**config.mk**
```make
export PLATFORM = sky130hd
export DESIGN_NAME = sw_input_debounce
export DESIGN_NICKNAME = d
export VERILOG_FILES = /design/src/rtl/sw_input_debounce.sv
export SDC_FILE = /design/constraint.sdc
export NUM_CORES = 1
export LEC_CHECK = 0
export CORE_MARGIN = 1.5
export CORE_UTILIZATION = 54
export CTS_CLUSTER_SIZE = 12
export DETAILED_ROUTE_END_ITERATION = 8
export PLACE_DENSITY = 0.89
export SKIP_LAST_GASP = 1
export SLEW_MARGIN = 40
export SYNTH_ARGS = -nofsm -noshare
export SYNTH_HDL_FRONTEND = slang
export SYNTH_SLANG_ARGS = --single-unit
```
**constraint.sdc**
```tcl
create_clock -name clk_i -period 2.4 [get_ports clk_i]
set_clock_uncertainty 0.1 [all_clocks]
set_input_delay 0.36 -clock clk_i [delete_from_list [all_inputs] [get_ports clk_i]]
set_output_delay 0.36 -clock clk_i [all_outputs]
set_load 0.005 [all_outputs]
```
**src/rtl/sw_input_debounce.sv**
```systemverilog
// Switch conditioner: per-bit 2-flop synchroniser, debounce counter, edge
// capture into pending flags and a level interrupt request.
module sw_input_debounce #(
  parameter int N_SW            = 18,
  parameter int DEBOUNCE_CYCLES = 16,
  parameter int CNT_W           = $clog2(DEBOUNCE_CYCLES + 1)
) (
  input  logic              clk_i,
  input  logic              rst_i,
  input  logic [N_SW-1:0]   sw_raw_i,
  input  logic [1:0]        edge_sel_i,
  input  logic [N_SW-1:0]   irq_en_i,
  input  logic              irq_clr_i,
  input  logic [N_SW-1:0]   irq_clr_mask_i,
  output logic [31:0]       io_sw_o,
  output logic [N_SW-1:0]   sw_pending_o,
  output logic              irq_o
);

  localparam int unsigned NB = N_SW;
  localparam logic [CNT_W-1:0] CNT_MAX = CNT_W'(DEBOUNCE_CYCLES - 1);

  logic [N_SW-1:0]  sync1_q;
  logic [N_SW-1:0]  sync2_q;
  logic [N_SW-1:0]  stable_q;
  logic [N_SW-1:0]  pending_q;
  logic [CNT_W-1:0] cnt_q [N_SW];
  logic [N_SW-1:0]  commit;
  logic [N_SW-1:0]  evt;

  // A commit happens when the synchronised value has differed for the full count;
  // the event polarity is judged against the value being committed.
  always_comb begin
    commit = '0;
    evt    = '0;
    for (int unsigned b = 0; b < NB; b++) begin
      if ((sync2_q[b] != stable_q[b]) && (cnt_q[b] == CNT_MAX)) begin
        commit[b] = 1'b1;
        case (edge_sel_i)
          2'b00:   evt[b] = sync2_q[b];
          2'b01:   evt[b] = ~sync2_q[b];
          2'b10:   evt[b] = 1'b1;
          default: evt[b] = 1'b0;
        endcase
      end
    end
  end

  always_ff @(posedge clk_i) begin
    if (rst_i) begin
      sync1_q   <= '0;
      sync2_q   <= '0;
      stable_q  <= '0;
      pending_q <= '0;
      for (int unsigned b = 0; b < NB; b++) cnt_q[b] <= '0;
    end else begin
      sync1_q <= sw_raw_i;
      sync2_q <= sync1_q;
      for (int unsigned b = 0; b < NB; b++) begin
        if (sync2_q[b] == stable_q[b]) begin
          cnt_q[b] <= '0;
        end else if (commit[b]) begin
          stable_q[b] <= sync2_q[b];
          cnt_q[b]    <= '0;
        end else begin
          cnt_q[b] <= cnt_q[b] + 1'b1;
        end
      end
      // OR-ing the event last lets a new edge win over a same-cycle clear.
      pending_q <= (pending_q & ~({N_SW{irq_clr_i}} & irq_clr_mask_i)) | evt;
    end
  end

  assign io_sw_o      = 32'(stable_q);
  assign sw_pending_o = pending_q;
  assign irq_o        = |(pending_q & irq_en_i);

endmodule

```
==> flow_summary.ini <==
[sta]
finalHoldViolations = 0
max_slew_margin_pct = 41.7
layout_min_cycle_time_ns = 2.25
worst_slew_pin_slew_ns = 0.874
finalSetupViolations = 0
setup_tns_ns = 0
rsz0062_at_grt = false
fmax_ghz = 0.445
drv_slew = 0
fin_crit_sh_pct = 93.6
whs_ns = 0.188

[setup_path]
required_ns = 1.94
crit_fanout = 1
arrival_ns = 1.79
crit_path_start_kind = input port
path_class = in2out
end_kind = output port

[clock_tree]
clock-sinks = 162
htreeDepth = 4
cts_tree = done
ctsRootBufferMaster = clkbuf_16
clk_pin_slew_ns = 0.06
insertion_delay_ns = 0.42
numCtsBuffers = 17
clockBufferDepth = 2

[placement]
routabilityCongestion = 0.738
placed_area_um2 = 8710
place_hpwl_mm = 9.57
dp_cells = 989
port_buffers = 95

[floorplan]
die_h_um = 119
io_pins = 110
die_area_um2 = 14200
start_util_pct = 55.2
row_count = 42
die_x_um = 119
core_um2 = 13200

[cells_and_area]
nNetsFinal = 927
utilization_pct = 70.5
antenna_cells = 0
final_cell_mix = nor2_1, conb_1, clkdlybuf4s50_1, edfxtp_1, dfxtp_1
fill_cells = 986
multi_input_area_um2 = 3200
drive_above_1_share_pct = 8.52
seq_area_um2 = 4150
instances_no_fill = 1021
syn2layout_area_growth_pct = 27.7
fin_area_um2 = 9290
final_common_cell = nor2_1

[global_route]
overflow = 0
grt_pass1_wl_mm = 22.0
grt_antenna_before_repair = 0
grt_usage_pct = 20.1
grt_pass1_vias = 4782
grt_start_max_net_pins = 41

[route]
firstDrtPassIters = 5
ant_nets = 0
avgRoutedWirePerCell_um = 12.8
drt-initial-drc-count = 200
detail_route.vias_per_cell = 4.73
vias = 4829
drc_errors = 0
routed_wl_mm = 13.1

[logic_synthesis]
synth.avg_cell_area_um2 = 11.4
yosys_most_used_dff = edfxtp_1
ys_seq_elements = 162
ys_async_sr_fraction_pct = 0
syn_inst = 637
synthesis.area_um2 = 7280
yosysSeqAreaShare_pct = 56.9
yosysUniqueCellTypes = 29
ys_warn_count = 0
synth_edf_count = 90

[pwr]
power_density_nw_per_um2 = 649
p_leak_nw = 3.73
vdd_drop_max_v = 0.000647

[run]
drv_cap = 0

[run_status]
status = finished clean

[hold_path]
hp-class = in2reg
[Yosys cell counts (11+ instances only)]
library cell	number	area share, %
nor2_1	117	6.0
edfxtp_1	90	37
dfxtp_1	72	20
ha_1	36	6.2
inv_1	36	1.9
nand2b_1	36	3.1
nor2b_1	36	3.1
and3_1	19	1.6
a211o_1	18	2.2
mux2i_1	18	2.5
nand2_1	18	0.93
nand3_1	18	1.2
xnor2_1	18	2.2
xor2_1	18	2.2
buf_4	15	1.5
a22oi_1	11	1.1
[per-layer routing]
layer / GRT usage (%) / vias up / part of all wire, %
li1: - / 2469 / -
met3: 5.32 / 23 / 4.4
met4: 8.06 / 0 / 2.2
met1: 23.8 / 2232 / 44
met2: 34.8 / 105 / 50
met5: 0 / - / 0
[worst paths after layout]
path / endpoint / slack (ns) / startpoint / cells past startpoint
worst max-delay path: irq_o / 0.15 / irq_en_i[7] / 6
worst min-delay path: sw_pending_o[16] / 0.19 / rst_i / 2
worst max register to register: cnt_q[11][0] / 0.55 / cnt_q[11][0] / 5
worst min register to register: sync2_q[3] / 0.33 / sync1_q[3] / 1
[final cells by class]
class,instances,area share (%)
flip-flops and latches,162,44.6
clock inverters,5,0.539
inverters,36,1.45
repair buffers,103,10.9
well taps,176,2.37
clock buffers,27,5.63
multi-input cells,512,34.5
[power by group]
part	leakage (nW)	internal [W]	switching, W
clock network	0.287	0.00159	0.00100
logic	1.92	0.000182	0.000183
registers	1.52	0.00302	0.0000534
total	3.73	0.00479	0.00124
[per-stage QoR]
stage                     power [W]  setup WS (ns)
after floorplan             0.00336          0.726
after detailed placement    0.00349         -0.252
after global routing        0.00626         0.0797
after CTS                   0.00608        0.00317
final                       0.00603          0.153
after global placement      0.00348         -0.191
[kinds of logic after synthesis]
kind of cell	Yosys count	synth area share, %
AOI/OAI and AO/OA	63	8.15
xor gates and xnor gates	37	4.71
adders and majority gates	36	6.19
buffers and inverters	65	4.57
DFF	162	56.9
muxes	18	2.48
other	2	0.103
and+or+nand+nor	254	16.9
[flip-flops by register name (all words and copies together), names as in the netlist]
name,cells
cnt_q,90
stable_q,18
sw_pending_o,18
sync1_q,18
sync2_q,18
[critical path, cell delays in order]
cell	delay, ns
clkdlybuf4s50_1	0.40
a22o_1	0.22
a221oi_1	0.34
and3_4	0.26
nand4_1	0.07
clkbuf_2	0.13
[repair_timing]
action	in CTS	in global routing
resized for setup	3	4
pin swaps	1	0
setup buffers	0	0
setup endpoints to repair	1	1
hold buffers	0	0
No activity file was read; power rests on OpenSTA's default activity.
